### src/rtl/updn_pkg.sv
// Shared types and constants for the up/down counter button front-end.
// State encodings, widths, default timing and the output arbiter.
package updn_pkg;

   typedef enum logic [1:0] {
      IDLE   = 2'd0,
      HELD   = 2'd1,
      REPEAT = 2'd2
   } state_e;

   localparam int CNT_W = 5;

   localparam int DEF_DEB_CYCLES   = 4;
   localparam int DEF_REPEAT_DELAY = 16;
   localparam int DEF_REPEAT_RATE  = 4;

   localparam int BI_UP = 0;
   localparam int BI_DN = 1;
   localparam int BI_LD = 2;

   typedef struct packed {
      logic ld;
      logic dn;
      logic up;
   } req_t;

   // Saturated requests are removed before priority, so a blocked
   // Down does not shadow a valid Up in the same cycle.
   function automatic req_t arbitrate(req_t r, logic high, logic low);
      req_t g;
      g = '0;
      priority case (1'b1)
         r.ld:            g.ld = 1'b1;
         (r.dn && !low):  g.dn = 1'b1;
         (r.up && !high): g.up = 1'b1;
         default:         g = '0;
      endcase
      return g;
   endfunction

endpackage

### src/rtl/updn_btn_ctrl_if.sv
// Button/switch inputs and counter command bus of the front-end.
// master = controller side, slave = counter/stimulus side.
interface updn_btn_ctrl_if;

   logic                       btn_up;
   logic                       btn_dn;
   logic                       btn_load;
   logic [updn_pkg::CNT_W-1:0] sw_in;
   logic                       High;
   logic                       Low;
   logic [updn_pkg::CNT_W-1:0] IN;
   logic                       Load;
   logic                       Up;
   logic                       Down;

   modport master (
      input  btn_up, btn_dn, btn_load, sw_in, High, Low,
      output IN, Load, Up, Down
   );

   modport slave (
      output btn_up, btn_dn, btn_load, sw_in, High, Low,
      input  IN, Load, Up, Down
   );

endinterface

### src/rtl/btn_debounce.sv
// Two-flop synchroniser followed by a stable-count debouncer.
// The level flips after DEB_CYCLES consecutive differing samples.
module btn_debounce #(
   parameter int DEB_CYCLES = 4
) (
   input  logic clk,
   input  logic rst_n,
   input  logic i_btn,
   output logic o_level
);

   localparam int DW = $clog2(DEB_CYCLES);
   localparam logic [DW-1:0] LAST = DW'(DEB_CYCLES - 1);

   logic          r_s1;
   logic          r_s2;
   logic          r_lvl;
   logic [DW-1:0] r_cnt;

   always_ff @(posedge clk or negedge rst_n) begin
      if (!rst_n) begin
         r_s1  <= 1'b0;
         r_s2  <= 1'b0;
         r_lvl <= 1'b0;
         r_cnt <= '0;
      end else begin
         r_s1 <= i_btn;
         r_s2 <= r_s1;
         if (r_s2 == r_lvl) begin
            r_cnt <= '0;
         end else if (r_cnt == LAST) begin
            r_lvl <= r_s2;
            r_cnt <= '0;
         end else begin
            r_cnt <= r_cnt + 1'b1;
         end
      end
   end

   assign o_level = r_lvl;

endmodule

### src/rtl/updn_btn_ctrl.sv
// Button front-end: debounced presses become Load/Up/Down pulses.
// Hold-to-repeat is built only when UPDN_AUTO_REPEAT_EN is defined.
module updn_btn_ctrl
   import updn_pkg::*;
#(
   parameter int DEB_CYCLES   = DEF_DEB_CYCLES,
   parameter int REPEAT_DELAY = DEF_REPEAT_DELAY,
   parameter int REPEAT_RATE  = DEF_REPEAT_RATE
) (
   input logic             clk,
   input logic             rst_n,
   updn_btn_ctrl_if.master bus
);

   logic [2:0]       w_lvl;
   logic [1:0]       w_fire;
   req_t             w_req;
   req_t             w_arb;

   logic [CNT_W-1:0] r_sw1;
   logic [CNT_W-1:0] r_sw2;
   logic             r_ld_prev;
   state_e           r_state [2];
   logic [CNT_W-1:0] r_in;
   logic             r_load;
   logic             r_up;
   logic             r_dn;

   btn_debounce #(.DEB_CYCLES(DEB_CYCLES)) u_deb_up (
      .clk     (clk),
      .rst_n   (rst_n),
      .i_btn   (bus.btn_up),
      .o_level (w_lvl[BI_UP])
   );

   btn_debounce #(.DEB_CYCLES(DEB_CYCLES)) u_deb_dn (
      .clk     (clk),
      .rst_n   (rst_n),
      .i_btn   (bus.btn_dn),
      .o_level (w_lvl[BI_DN])
   );

   btn_debounce #(.DEB_CYCLES(DEB_CYCLES)) u_deb_ld (
      .clk     (clk),
      .rst_n   (rst_n),
      .i_btn   (bus.btn_load),
      .o_level (w_lvl[BI_LD])
   );

   always_ff @(posedge clk or negedge rst_n) begin
      if (!rst_n) begin
         r_sw1     <= '0;
         r_sw2     <= '0;
         r_ld_prev <= 1'b0;
      end else begin
         r_sw1     <= bus.sw_in;
         r_sw2     <= r_sw1;
         r_ld_prev <= w_lvl[BI_LD];
      end
   end

`ifdef UPDN_AUTO_REPEAT_EN
   localparam logic [CNT_W-1:0] DLY  = CNT_W'(REPEAT_DELAY);
   localparam logic [CNT_W-1:0] RATE = CNT_W'(REPEAT_RATE);

   logic [CNT_W-1:0] r_hold [2];

   // Hold counter fires on the edge where it would reach zero.
   always_comb begin
      for (int c = 0; c < 2; c++) begin
         w_fire[c] = 1'b0;
         unique case (r_state[c])
            IDLE:         w_fire[c] = w_lvl[c];
            HELD, REPEAT: w_fire[c] = w_lvl[c] &&
                                      (r_hold[c] == CNT_W'(1));
            default:      w_fire[c] = 1'b0;
         endcase
      end
   end

   always_ff @(posedge clk or negedge rst_n) begin
      if (!rst_n) begin
         for (int c = 0; c < 2; c++) begin
            r_state[c] <= IDLE;
            r_hold[c]  <= '0;
         end
      end else begin
         for (int c = 0; c < 2; c++) begin
            unique case (r_state[c])
               IDLE: begin
                  if (w_lvl[c]) begin
                     r_state[c] <= HELD;
                     r_hold[c]  <= DLY;
                  end
               end
               HELD, REPEAT: begin
                  if (!w_lvl[c]) begin
                     r_state[c] <= IDLE;
                  end else if (r_hold[c] == CNT_W'(1)) begin
                     r_state[c] <= REPEAT;
                     r_hold[c]  <= RATE;
                  end else begin
                     r_hold[c]  <= r_hold[c] - 1'b1;
                  end
               end
               default: r_state[c] <= IDLE;
            endcase
         end
      end
   end
`else
   logic w_unused_cfg;
   assign w_unused_cfg = (REPEAT_DELAY > 0) ^ (REPEAT_RATE > 0);

   always_comb begin
      for (int c = 0; c < 2; c++) begin
         w_fire[c] = 1'b0;
         unique case (r_state[c])
            IDLE:    w_fire[c] = w_lvl[c];
            default: w_fire[c] = 1'b0;
         endcase
      end
   end

   always_ff @(posedge clk or negedge rst_n) begin
      if (!rst_n) begin
         for (int c = 0; c < 2; c++) begin
            r_state[c] <= IDLE;
         end
      end else begin
         for (int c = 0; c < 2; c++) begin
            unique case (r_state[c])
               IDLE: begin
                  if (w_lvl[c]) r_state[c] <= HELD;
               end
               HELD, REPEAT: begin
                  if (!w_lvl[c]) r_state[c] <= IDLE;
               end
               default: r_state[c] <= IDLE;
            endcase
         end
      end
   end
`endif

   always_comb begin
      w_req    = '0;
      w_req.ld = w_lvl[BI_LD] & ~r_ld_prev;
      w_req.dn = w_fire[BI_DN];
      w_req.up = w_fire[BI_UP];
   end

   assign w_arb = arbitrate(w_req, bus.High, bus.Low);

   always_ff @(posedge clk or negedge rst_n) begin
      if (!rst_n) begin
         r_in   <= '0;
         r_load <= 1'b0;
         r_up   <= 1'b0;
         r_dn   <= 1'b0;
      end else begin
         r_load <= w_arb.ld;
         r_up   <= w_arb.up;
         r_dn   <= w_arb.dn;
         if (w_arb.ld) r_in <= r_sw2;
      end
   end

   assign bus.IN   = r_in;
   assign bus.Load = r_load;
   assign bus.Up   = r_up;
   assign bus.Down = r_dn;

endmodule
### src/flat_wrapper.sv
// flat-port wrapper written by rule: the top's interface ports become plain ports
module updn_btn_ctrl_flat import updn_pkg::*;
#(
   parameter int DEB_CYCLES   = DEF_DEB_CYCLES,
   parameter int REPEAT_DELAY = DEF_REPEAT_DELAY,
   parameter int REPEAT_RATE  = DEF_REPEAT_RATE
)
  (clk, rst_n, bus_btn_up, bus_btn_dn, bus_btn_load, bus_sw_in, bus_High, bus_Low, bus_IN, bus_Load, bus_Up, bus_Down);
  updn_btn_ctrl_if bus_i ();
  input logic clk;
  input logic rst_n;
  input wire logic [$bits(bus_i.btn_up)-1:0] bus_btn_up;
  input wire logic [$bits(bus_i.btn_dn)-1:0] bus_btn_dn;
  input wire logic [$bits(bus_i.btn_load)-1:0] bus_btn_load;
  input wire logic [$bits(bus_i.sw_in)-1:0] bus_sw_in;
  input wire logic [$bits(bus_i.High)-1:0] bus_High;
  input wire logic [$bits(bus_i.Low)-1:0] bus_Low;
  output wire logic [$bits(bus_i.IN)-1:0] bus_IN;
  output wire logic [$bits(bus_i.Load)-1:0] bus_Load;
  output wire logic [$bits(bus_i.Up)-1:0] bus_Up;
  output wire logic [$bits(bus_i.Down)-1:0] bus_Down;
  assign bus_i.btn_up = bus_btn_up;
  assign bus_i.btn_dn = bus_btn_dn;
  assign bus_i.btn_load = bus_btn_load;
  assign bus_i.sw_in = bus_sw_in;
  assign bus_i.High = bus_High;
  assign bus_i.Low = bus_Low;
  assign bus_IN = bus_i.IN;
  assign bus_Load = bus_i.Load;
  assign bus_Up = bus_i.Up;
  assign bus_Down = bus_i.Down;
  updn_btn_ctrl #(.DEB_CYCLES(DEB_CYCLES), .REPEAT_DELAY(REPEAT_DELAY), .REPEAT_RATE(REPEAT_RATE)) u_core (.clk(clk), .rst_n(rst_n), .bus(bus_i));
endmodule
### config.mk
export PLATFORM = sky130hd
export DESIGN_NAME = updn_btn_ctrl_flat
export DESIGN_NICKNAME = d
export VERILOG_FILES = /design/src/rtl/updn_pkg.sv /design/src/rtl/updn_btn_ctrl_if.sv /design/src/rtl/btn_debounce.sv /design/src/rtl/updn_btn_ctrl.sv /design/src/flat_wrapper.sv
export SDC_FILE = /design/constraint.sdc
export NUM_CORES = 1
export LEC_CHECK = 0
export ABC_AREA = 0
export CAP_MARGIN = 20
export CORE_UTILIZATION = 39
export CTS_CLUSTER_DIAMETER = 80
export DETAILED_ROUTE_END_ITERATION = 8
export PLACE_DENSITY = 0.63
export SLEW_MARGIN = 30
export SYNTH_ARGS = -nofsm -noshare
export SYNTH_HDL_FRONTEND = slang
export SYNTH_SLANG_ARGS = --single-unit
### constraint.sdc
create_clock -name clk -period 1.32 [get_ports clk]
set_input_delay 0.198 -clock clk [delete_from_list [all_inputs] [get_ports clk]]
set_output_delay 0.198 -clock clk [all_outputs]
set_load 0.005 [all_outputs]
==> flow_summary.ini <==
[floorplan]
start_util_pct = 42.50
die_height_um = 57.76
dieArea_um2 = 3336
floorplan.core_area_um2 = 2853
die_w_um = 57.76
top_level_ports = 20
rows = 19

[worst_setup_path]
critical_path.top_delay_family = flip-flops
worst-r2r-cell-count = 2
ff2ff_setup_slack_ns = 0.14
slowest_delay_ns = 0.41
series_of_cell_instances_along_the_critical_path = dlygate4sd2_1
cp_num_buf_inv = 1
crit_fanout = 2
crit_cells = 1
critPathSlowestCell = sky130_fd_sc_hd__dfrtp_1
timing.critical_path.to_type = output pin
crit_path_start_kind = flop
worst-setup-path-type = reg -> out
worst_r2r_src = u_core.u_deb_ld.o_level
reg2reg_to = u_core.bus.IN[2]
crit_required_ns = 1.12
critPathArrivalTime_ns = 1.00

[timing]
finalSetupViolations = 0
final.period_utilization_pct = 91.06
worst_hold_slack_ns = 0.3007
headroom_to_the_max_slew_limit_pct = 71.58
rsz_0062_raised_after_global_routing = no
setup_tns_ns = 0
final_max_slew_viol_count = 0
final_hold_viol_count = 0
fin_crit_ns = 1.202
finClkSkew_ns = 0.009554
final.setup.worst_slack_ns = 0.1180
tightest_slew_ns = 0.4263
timing.fmax_mhz = 831.9

[logic_synthesis]
synthDistinctLibCells = 14
yosysSeqAreaShare_pct = 74.30
synth_seq_cells = 36
netlist_area_um2 = 1212
netlist_instances = 67
synth_nets = 84
synth-warning-count = 0
syn-mean-instance-area_um2 = 18.10

[power_and_ir_drop]
power.leakage_nw = 0.7246
total_power_mw = 3.187
ir_drop_v = 0.0009255
power_density_nw_per_um2 = 2097

[clock_network]
tritoncts.num_buffers = 5
insertion_delay_ns = 0.33
ctsHtreeMaxLevel = 2
clkSinkCount = 36
clock_tree_from_tritoncts = done
cts_max_path_buffers = 2
clkSlewWorstSetupHoldPaths_ns = 0.11
clock_tree.root_cell = sky130_fd_sc_hd__clkbuf_4

[grt]
grt_pass1_wl_mm = 2.594
global_route.overflow_total = 0
grt_pass1_vias = 603
grt_max_degree = 37
grt_antenna_before_repair = 0
grt_total_usage_pct = 11.06

[final_layout]
antenna_cells = 0
post_route_non_filler_standard_cell_count = 127
layout.cells.most_common_list = sky130_fd_sc_hd__dfrtp_1 (36), sky130_fd_sc_hd__clkdlybuf4s50_1 (10), sky130_fd_sc_hd__dlygate4sd2_1 (8)
final_layout_size_suffix_gt1_share_pct = 18.75
final_util_pct = 53.29
fin_nets = 112
fillCellCount = 254
final_common_cell = sky130_fd_sc_hd__dfrtp_1
layout.cell_area.non_filler_um2 = 1520
synthToLayoutAreaGrowth_pct = 25.39

[placed_design]
place_ws_ns = 0.1444
placed_cell_area_um2 = 1433
port_buffers = 19
finalWeightedCongestion = 0.6709
place_inst = 117
detailedPlacementHpwl_um = 990.1

[route]
drt-initial-drc-count = 4
route.detailed.wl_per_inst_um = 11.56
vias_per_cell = 4.559
via_count = 579
drc_errors = 1
wirelength_mm = 1.468
first_pass_iteration_count_of_the_detailed_router = 5
drtAntennaViolNets = 0

[min_path]
min_path_cells = 1
critical_hold_path_startpoint = bus_btn_dn
hold-path-endpoint = u_core.u_deb_dn.r_s1
hold_path.class = in -> reg

[outcome]
outcome = finished with violations
violated_checks = design-rule violations

[flow_run]
max-cap-violations = 0
final cells by class:
type,instances,area [um2],share of cell area (%)
clock inverters,3,42.54,2.798
repair buffers,22,200.2,13.17
flip-flops and latches,36,900.9,59.26
inverters,2,7.507,0.4938
multi-input cells,28,292.8,19.26
well taps,31,38.79,2.551
clock buffers,5,37.54,2.469
worst max-delay path by stage:
stage                                  from                to  slack (ns)
floorplan           u_core.u_deb_ld.o_level  u_core.bus.IN[0]        0.27
detailed placement  u_core.u_deb_ld.o_level  u_core.bus.IN[2]        0.14
global placement    u_core.u_deb_ld.o_level  u_core.bus.IN[4]        0.18
finish                     u_core.bus.IN[0]         bus_IN[0]        0.12
CTS                        u_core.bus.IN[0]         bus_IN[0]        0.09
global route               u_core.bus.IN[0]         bus_IN[0]        0.05
cells in the mapped netlist:
cell                      instances  area [um2]
sky130_fd_sc_hd__ha_1             5       62.56
sky130_fd_sc_hd__nor3_1           2       10.01
sky130_fd_sc_hd__mux2_4           5       75.07
sky130_fd_sc_hd__buf_6            1       11.26
sky130_fd_sc_hd__xnor2_1          4       35.03
sky130_fd_sc_hd__nor2b_1          4       25.02
sky130_fd_sc_hd__dfrtp_1         36       900.9
sky130_fd_sc_hd__nor3b_1          1       7.510
sky130_fd_sc_hd__nor2b_4          1       13.76
sky130_fd_sc_hd__nor4b_2          1       15.01
sky130_fd_sc_hd__xor2_1           1       8.760
sky130_fd_sc_hd__inv_1            2       7.510
sky130_fd_sc_hd__and2_1           1       6.260
sky130_fd_sc_hd__mux2_1           3       33.78
sequential cells by signal, summed over array words and instances, names as in the netlist:
name and cells:
u_core.u_deb_up.r_cnt 2, u_core.bus.Load 1, u_core.r_sw1 5, u_core.bus.Up 1
u_core.u_deb_up.r_s2 1, u_core.u_deb_ld.o_level 1, u_core.u_deb_dn.r_cnt 2, u_core.bus.IN 5
u_core.u_deb_up.o_level 1, u_core.r_ld_prev 1, u_core.r_state 2, u_core.u_deb_dn.r_s2 1
u_core.u_deb_dn.o_level 1, u_core.u_deb_ld.r_cnt 2, u_core.u_deb_up.r_s1 1, u_core.u_deb_ld.r_s1 1
u_core.u_deb_dn.r_s1 1, u_core.u_deb_ld.r_s2 1, u_core.r_sw2 5, u_core.bus.Down 1
report_power, final:
group / internal, mW / switching [mW] / total, mW
clock: 0.395 / 0.344 / 0.738
combinational: 0.555 / 0.311 / 0.867
sequential: 1.41 / 0.173 / 1.58
per-layer routing:
layer | global-route usage (%) | wire (um) | up-vias | share of wire (%)
li1 | - | - | 274 | -
met1 | 12.67 | 686 | 282 | 47
met2 | 16.28 | 653 | 18 | 44
met3 | 5.134 | 90 | 5 | 6.1
met4 | 8.163 | 38 | 0 | 2.6
met5 | 0 | 0 | - | 0
cells by family after synthesis:
group	synth area share (%)
fa+ha+maj	5.160
mux	8.978
buf+inv	1.548
flops	74.30
simple gates	6.398
xor+xnor	3.612
repair_timing:
item,4_1_cts,5_1_grt
resized for setup,8,0
setup buffers,1,0
hold buffers,1,0
setup endpoints to repair,8,0
hold endpoints to repair,36,0
No activity file was read; power rests on OpenSTA's default activity.
